==> config.mk <==
export PLATFORM = sky130hd
export DESIGN_NAME = word_serializer
export DESIGN_NICKNAME = d
export VERILOG_FILES = /design/src/rtl/word_serializer.sv
export SDC_FILE = /design/constraint.sdc
export NUM_CORES = 1
export LEC_CHECK = 0
export BUFFER_PORTS_ARGS = -buffer_cell sky130_fd_sc_hd__buf_2
export CAP_MARGIN = 25
export CORE_MARGIN = 1.5
export CORE_UTILIZATION = 40
export CTS_CLUSTER_SIZE = 20
export DETAILED_ROUTE_END_ITERATION = 8
export PLACE_DENSITY_LB_ADDON = 0.3
export SLEW_MARGIN = 20
export SYNTH_ARGS = -nofsm -noshare
export SYNTH_HDL_FRONTEND = slang
export SYNTH_SLANG_ARGS = --single-unit
==> constraint.sdc <==
create_clock -name clk -period 1.59 [get_ports clk]
set_input_delay 0.318 -clock clk [delete_from_list [all_inputs] [get_ports clk]]
set_output_delay 0.318 -clock clk [all_outputs]
set_load 0.02 [all_outputs]
==> src/rtl/word_serializer.sv <==
// word_serializer: accepts a word, optionally bit-reverses it and strobes it out symbol by symbol
module word_serializer #(
  parameter int WORD_W = 16,
  parameter int SYM_W = 8,
  parameter bit REVERSE = 1'b1,
  parameter bit MSB_FIRST = 1'b1
) (
  input  logic              clk,
  input  logic              rst,
  input  logic              in_valid,
  output logic              in_ready,
  input  logic [WORD_W-1:0] in_data,
  input  logic              Tx_BUSY,
  output logic              Tx_WR,
  output logic [SYM_W-1:0]  Tx_DATA,
  output logic              done
);
  localparam int N = WORD_W / SYM_W;
  localparam int IW = N > 1 ? $clog2(N) : 1;
  typedef enum logic [1:0] {IDLE, SEND, GAP} state_t;
  state_t state;
  logic [IW-1:0] idx;
  logic [WORD_W-1:0] word, prepared;
  logic [SYM_W-1:0] sym;
  for (genvar b = 0; b < WORD_W; b++) begin : g_rev
    assign prepared[b] = REVERSE ? in_data[WORD_W-1-b] : in_data[b];
  end
  assign sym = SYM_W'(word >> (SYM_W * (MSB_FIRST ? N - 1 - int'(idx) : int'(idx))));
  // handshake, Tx_BUSY pacing, one-cycle strobes and the end-of-word pulse
  always_ff @(posedge clk or posedge rst)
    if (rst) begin
      state <= IDLE;
      idx <= '0;
      word <= '0;
      in_ready <= 1'b0;
      Tx_WR <= 1'b0;
      Tx_DATA <= '0;
      done <= 1'b0;
    end else begin
      Tx_WR <= 1'b0;
      done <= 1'b0;
      case (state)
        IDLE:
          if (in_ready && in_valid) begin
            word <= prepared;
            idx <= '0;
            in_ready <= 1'b0;
            state <= SEND;
          end else in_ready <= 1'b1;
        SEND:
          if (!Tx_BUSY) begin
            Tx_WR <= 1'b1;
            Tx_DATA <= sym;
            state <= GAP;
          end
        GAP:
          if (idx == IW'(N - 1)) begin
            done <= 1'b1;
            in_ready <= 1'b1;
            state <= IDLE;
          end else begin
            idx <= idx + 1'b1;
            state <= SEND;
          end
        default: state <= IDLE;
      endcase
    end
endmodule

; ---- Word level (Yosys, flattened, before mapping)
; Cells that the tools add are included.
; W data, S select, Z words.
[totals]
reg_bits = 30
input_bits = 20
out_inout_bits = 11
wordCells = 38
[classes]
addsub = 2
n_eq_ne = 5
n_shift = 1
muxes = 14
bitwise = 1
n_reduce_logical = 8
[ops]
columns = cell, n
row1 = $shr A16 B32 Y8, 1
row2 = $reduce_and A2 Y1, 5
row3 = $mux W1, 9
row4 = $ne A2 B2 Y1 const B, 3
row5 = $pmux W2 S3, 1
row6 = $mux W2, 2
row7 = $pmux W1 S2, 2
row8 = $eq A2 B1 Y1 const B, 1
row9 = $eq A2 B2 Y1 const B, 1
row10 = $logic_not A2 Y1, 1
row11 = $reduce_bool A2 Y1, 1
row12 = $sub A1 B1 Y2 const A, 1
row13 = $add A1 B1 Y1 const B, 1
row14 = $logic_and A1 B1 Y1, 1
row15 = $not A1 Y1, 1

; ---- Depth between registers and ports, before layout
; Gate-level depths: netlist (run 1).
[depth]
word_depth = 3
depth_mapped = 5
mapped_depth_nobuf = 3

; ---- Least setup slack after synthesis (run 1)
; No wires, ideal clock.
[synth_path]
kind = reg2reg
from = register in_ready
to = register word[10]
setup_time_ps = 125
arrival_ps = 1391
setup_slack_ps = 74
path_stages_with_launch = 5
period_less_slack_ps = 1516
path_cell_list = dfrtp_1 -> nand2_1 -> nor3_4 -> buf_8 -> mux2_4
[synth_via]
elab_chain_cells = 2
[synth_rtl]
columns = element, line
row1 = start: declaration, 11  ; output logic in_ready,
row2 = start signal: assignment, 35  ; in_ready <= 1'b0;
row3 = start signal: assignment, 47  ; in_ready <= 1'b0;
row4 = start signal: assignment, 49  ; end else in_ready <= 1'b1;
row5 = $logic_and A1 B1 Y1, 44  ; if (in_ready && in_valid) begin
row6 = $reduce_and A2 Y1 (no line), -
row7 = end signal: assignment, 45  ; word <= prepared;
row8 = end: declaration, 23  ; logic [WORD_W-1:0] word, prepared;
; Every way passes these cells.
; A chain may end at the register's enable or synchronous reset.

; ---- Worst setup path after layout (run 1)
[layout_path]
from = register state[0]
to = register word[3]
[layout_via]
elab_chain_cells = 2
[layout_rtl]
columns = element, line
row1 = start: declaration, 21  ; state_t state;
row2 = start signal: assignment, 32  ; state <= IDLE;
row3 = start signal: assignment, 48  ; state <= SEND;
row4 = start signal: assignment, 54  ; state <= GAP;
row5 = $logic_not A2 Y1, 42  ; case (state)
row6 = $reduce_and A2 Y1 (no line), -
; Every way passes these cells.

==> results of run 1 <==
-- worst paths after layout --
kind / start / end / cells past startpoint
max in group asynchronous: rst / Tx_DATA[1]$_DFFE_PP0P_ / 3
setup / recovery: state[0]$_DFFE_PP0P_ / word[3]$_DFFE_PP0P_ / 3
hold reg to reg: word[11]$_DFFE_PP0P_ / word[11]$_DFFE_PP0P_ / 1
min in group clk: Tx_BUSY / state[1]$_DFFE_PP0P_ / 2
setup reg to reg: state[0]$_DFFE_PP0P_ / word[3]$_DFFE_PP0P_ / 3
hold / removal: rst / word[0]$_DFFE_PP0P_ / 3
-- cell type report --
cell class              count  area, sq um  share of cell area
inverters                   3        11.26            0.007401
multi-input cells          50        445.4              0.2928
clock inverters             1        5.005            0.003289
flip-flops and latches     30        750.7              0.4934
repair buffers             35        212.7              0.1398
well taps                  33        41.29             0.02714
clock buffers               7        55.05             0.03618
-- power by group --
| part | switching, uW | internal (uW) |
|---|---|---|
| clock | 249 | 214 |
| sequential | 246 | 1130 |
| combinational | 548 | 671 |
| total | 1040 | 2010 |
-- state kept, by name (all words and copies together) (netlist names) --
register  cells
Tx_DATA       8
Tx_WR         1
done          1
idx           1
in_ready      1
state         2
word         16
-- cells in the final DEF, fill, tap and decap left out --
cell type,netlist,final
dfrtp_1,30,30
a311o_2,1,1
nand2_1,1,1
nor3b_1,1,1
buf_4,0,3
clkinv_2,0,1
nor3_4,1,1
nor3b_4,1,1
buf_2,2,30
o21ba_2,1,1
clkbuf_8,0,1
clkbuf_4,0,5
o22ai_1,1,1
a21oi_1,9,9
inv_1,3,3
mux2i_1,8,8
nor2_1,8,8
nor3_1,2,2
clkbuf_1,0,1
mux2_2,9,9
mux2_4,7,7
buf_12,0,2
-- kinds of logic after synthesis --
| family | after synthesis |
|---|---|
| compound gates | 12 |
| buf+inv | 7 |
| flops | 30 |
| mux | 24 |
| simple gates | 14 |
-- worst reg2reg max path, stage by stage (launching register included) --
cell and delay (ns):
dfrtp_1 0.48, nor3_4 0.30, buf_12 0.20, mux2_2 0.34
-- layer usage --
metal	track usage	up-vias	routed length, um
li1	-	380	-
met1	0.1800	385	979
met2	0.2381	24	990
met3	0.04835	6	132
met4	0.07792	0	36
met5	0	-	0
-- stage by stage --
stage | std cells | util | instance area, sq um | hold slack [ns] | total power, uW
finish | 159 | 0.5067 | 1521 | 0.04504 | 3056
global route | 159 | 0.5067 | 1521 | 0.08343 | 3279
CTS | 159 | 0.5067 | 1521 | 0.05777 | 3098
detailed placement | 151 | 0.4867 | 1461 | 0.4135 | 2624
global placement | 151 | 0.4867 | 1461 | 0.4048 | 2579
floorplan | 87 | - | 1244 | 0.3878 | 2285
==> results.yml, run 1 <==
run_status:
  outcome: "finished, final reports clean"
floorplan:
  num_rows: 20
  die_h_um: 58.76
  die_width_um: 58.76
  dieArea_sq_um: 3453
  start_util: 0.4142
  ios: 31
  core_sq_um: 3003
drt:
  drt_iter0_markers: 10
  drt.antenna.violating_nets: 0
  drt_first_pass_iters: 4
  wl_per_cell_um: 13.45
  via_per_inst: 5.000
  remaining_drc_errors: 0
  routed_wl_um: 2139
  route.vias.total: 795
global_routing:
  grt_overflow: 0
  grt_pass1_wl_um: 3753
  grt_max_degree: 31
  grt_pass1_vias: 856
  antenna_found_initial: 0
  grt_usage: 0.1494
timing:
  finalWorstSetupSlack_ns: 0.1521
  setup_viol: 0
  hold_viol: 0
  tightest_slew_ns: 0.3974
  relSlewSlack: 0.7351
  fin_crit_ns: 1.438
  min_period_over_period: 0.9043
  fmax_mhz: 695.5
  slew_viol_final: 0
  setup_tns_ns: 0
  rsz0062_at_grt: "no"
  skew_ns: 0.01046
cts:
  clock_tree.buffer_depth: 2
  post_cts_resized: 0
  ctsHoldBuffers: 0
  clock_sinks: 30
  post-cts-setup-buffers: 0
  numCtsBuffers: 5
  cts-htree-levels: 2
  cts_tree: "done"
  ctsRootBufferMaster: "clkbuf_4"
  clkSlewWorstSetupHoldPaths_ns: 0.10
  clk_latency_ns: 0.32
synth:
  synth_ff_type: "dfrtp_1"
  syn-mean-instance-area_sq_um: 14.30
  synth-edff-count: 0
  yosysSeqAreaShare: 0.6036
  yosys-top-cells-count: "30 x dfrtp_1, 9 x a21oi_1, 9 x mux2_2"
  yosys.area_share.simple: 0.06942
  synth_most_common_cell: "dfrtp_1"
  synth-xor-area-share: 0
  yosysTopAreaCell: "dfrtp_1"
  synth.distinct_cells: 18
  synth_nets: 107
  synth_top_family_by_area: "multiplexers"
  async_reset_ff_frac: 1.000
  synth_area_leaders: "dfrtp_1 60%, mux2_4 8.5%, mux2_2 8.1%"
  synth_seq_cells: 30
  synth_compound_area_frac: 0.05835
  synth_warnings: 0
  syn_inst: 87
  synthAdderAreaFrac: 0
  synth_area_sq_um: 1244
  synth_top_area_frac: 0.6036
  synth.area.mux_share: 0.2304
setup_path:
  crit_required_ns: 1.79
  worstPathArrival_ns: 1.64
  crit_chain: "nor3_4 > buf_12 > mux2_2"
  cp_num_buf_inv: 1
  slowest_delay_ns: 0.48
  crit_fanout: 17
  slowest_stage: "dfrtp_1"
  start_kind: "flip-flop"
  crit_family: "flip-flops"
  cp-end-kind: "flip-flop"
  criticalPathCategory: "reg -> reg"
  r2r_setup_slack_ns: 0.15
finish:
  drive_above_1_share: 0.4921
  fill_cells: 288
  antenna_cells: 0
  area_delta_synth_final_pct: 22.33
  layout.nets: 145
min_path:
  hold_path_class: "in -> async"
place:
  preCtsSetupSlack_ns: 0.1700
  numPortBuffers: 30
  dpl.hpwl_um: 1500
  place_congestion: 0.7302
flow_run:
  cap_viol_max_count: 0
power_and_ir_drop:
  cellPowerDensity_nw_per_um2: 2008
  p_leak_uw: 0.0007188
  peakVddDrop_mv: 0.9736
(Power assumes the default switching activity.)
==> inputs of run 2 (changes only) <==
--- a/config.mk
+++ b/config.mk
@@ -12,6 +12,7 @@
 export CTS_CLUSTER_SIZE = 20
 export DETAILED_ROUTE_END_ITERATION = 8
 export PLACE_DENSITY_LB_ADDON = 0.3
+export REMOVE_ABC_BUFFERS = 1
 export SLEW_MARGIN = 20
 export SYNTH_ARGS = -nofsm -noshare
 export SYNTH_HDL_FRONTEND = slang
==> results.yml, run 2 (same netlist as run 1, synthesis figures left out) <==
setup_path:
  slowest_stage: "dfrtp_1"
  cp-end-kind: "flip-flop"
  worstPathArrival_ns: 1.61
  crit_required_ns: 1.79
  crit_family: "flip-flops"
  slowest_delay_ns: 0.47
  crit_chain: "nor3_4 > buf_4 > mux2_2"
  cp_num_buf_inv: 1
  criticalPathCategory: "reg -> reg"
  start_kind: "flip-flop"
  crit_fanout: 13
cts:
  cts-htree-levels: 2
  clock_tree.buffer_depth: 2
  cts_tree: "done"
  ctsHoldBuffers: 0
  clock_sinks: 30
  post_cts_resized: 0
  post-cts-setup-buffers: 0
  ctsRootBufferMaster: "clkbuf_4"
  clkSlewWorstSetupHoldPaths_ns: 0.09
  clk_latency_ns: 0.32
  numCtsBuffers: 5
timing:
  fin_crit_ns: 1.408
  min_period_over_period: 0.8855
  finalWorstSetupSlack_ns: 0.1821
  tightest_slew_ns: 0.3781
  hold_viol: 0
  rsz0062_at_grt: "no"
  relSlewSlack: 0.7479
  fmax_mhz: 710.3
  skew_ns: 0.007004
  slew_viol_final: 0
  setup_viol: 0
  setup_tns_ns: 0
global_routing:
  grt_max_degree: 31
  grt_overflow: 0
  grt_pass1_wl_um: 3567
  antenna_found_initial: 0
  grt_pass1_vias: 790
  grt_usage: 0.1415
floorplan:
  ios: 31
  dieArea_sq_um: 3453
  die_width_um: 58.76
  die_h_um: 58.76
  num_rows: 20
  start_util: 0.4142
  core_sq_um: 3003
finish:
  multi_input_area_sq_um: 445.4
  area_delta_synth_final_pct: 19.72
  largest_register: "word"
  largest_reg_flops: 16
  postLayoutCellArea_sq_um: 1489
  utilization: 0.4958
  layout.nets: 146
  top_regs: "word (16), Tx_DATA (8), state (2)"
  final_cell_mix: "30 x dfrtp_1, 30 x buf_2, 9 x mux2_2, 9 x a21oi_1"
  regArea_sq_um: 750.7
  antenna_cells: 0
  drive_above_1_share: 0.4841
  fill_cells: 281
drt:
  via_per_inst: 4.881
  wl_per_cell_um: 12.86
  remaining_drc_errors: 0
  drt_first_pass_iters: 2
  drt_iter0_markers: 12
  drt.antenna.violating_nets: 0
  route.vias.total: 776
  routed_wl_um: 2045
power_and_ir_drop:
  finalPower_uw: 2941
  clkPwrFrac: 0.134
  p_int_uw: 1936
  p_leak_uw: 0.0007075
  power_switching_uw: 1005
  peakVddDrop_mv: 0.7695
  cellPowerDensity_nw_per_um2: 1975
  pwr-share-comb: 0.399
  switching_share: 0.3416
  p_seq_frac: 0.467
flow_run:
  cap_viol_max_count: 0
place:
  dpl.hpwl_um: 1464
  preCtsSetupSlack_ns: 0.1918
  numPortBuffers: 30
  place_area_sq_um: 1444
  place_congestion: 0.7099
min_path:
  hold_path_class: "in -> async"
run_status:
  outcome: "finished, final reports clean"
-- run 2: cell types whose count changed in the layout (fill, tap and decap cells not counted) --
| cell | before | now |
|---|---|---|
| clkbuf_8 | 1 | 0 |
| buf_4 | 3 | 6 |
| buf_12 | 2 | 0 |
| clkbuf_1 | 1 | 2 |
| clkinv_2 | 1 | 0 |
-- run 2: layer usage --
metal,vias to the layer above,wire [um],global-route usage
met5,-,0,0
met4,0,23,0.05844
met3,3,145,0.05934
met2,27,963,0.2270
met1,366,914,0.1671
li1,380,-,-
-- run 2: final timing paths --
| path | from | end | slack [ns] | depth (start not counted) |
|---|---|---|---|---|
| setup / recovery | state[1]$_DFFE_PP0P_ | word[14]$_DFFE_PP0P_ | 0.18 | 3 |
| hold / removal | rst | Tx_DATA[4]$_DFFE_PP0P_ | 0.04 | 3 |
| setup reg to reg | state[1]$_DFFE_PP0P_ | word[14]$_DFFE_PP0P_ | 0.18 | 3 |
| hold reg to reg | word[12]$_DFFE_PP0P_ | word[12]$_DFFE_PP0P_ | 0.51 | 1 |
| max in group asynchronous | rst | Tx_DATA[5]$_DFFE_PP0P_ | 1.27 | 3 |
| min in group clk | Tx_BUSY | state[1]$_DFFE_PP0P_ | 0.22 | 2 |
-- run 2: worst register-to-register path, stage by stage, from the launching register on --
cell     delay, ns
dfrtp_1       0.47
nor3_4        0.22
buf_4         0.25
mux2_2        0.36
-- run 2: area by class of cell --
type                    count  share of cell area
clock buffers               7             0.03025
inverters                   3            0.007563
multi-input cells          50              0.2992
flip-flops and latches     30              0.5042
well taps                  33             0.02773
repair buffers             36              0.1311
-- run 2: through the flow --
stage | hold slack (ns) | std cells
2_1_floorplan | 0.3878 | 83
3_3_place_gp | 0.4041 | 152
3_5_place_dp | 0.4102 | 152
4_1_cts | 0.05751 | 159
5_1_grt | 0.06346 | 159
6_report | 0.04263 | 159
-- run 2: power groups by stage --
stage | sequential [uW] | clock, uW | combinational (uW)
after global placement | 1380 | 0 | 1160
after detailed placement | 1400 | 0 | 1190
final | 1370 | 394 | 1170
after CTS | 1380 | 417 | 1190
after floorplan | 1510 | 0 | 713
after global routing | 1440 | 455 | 1290
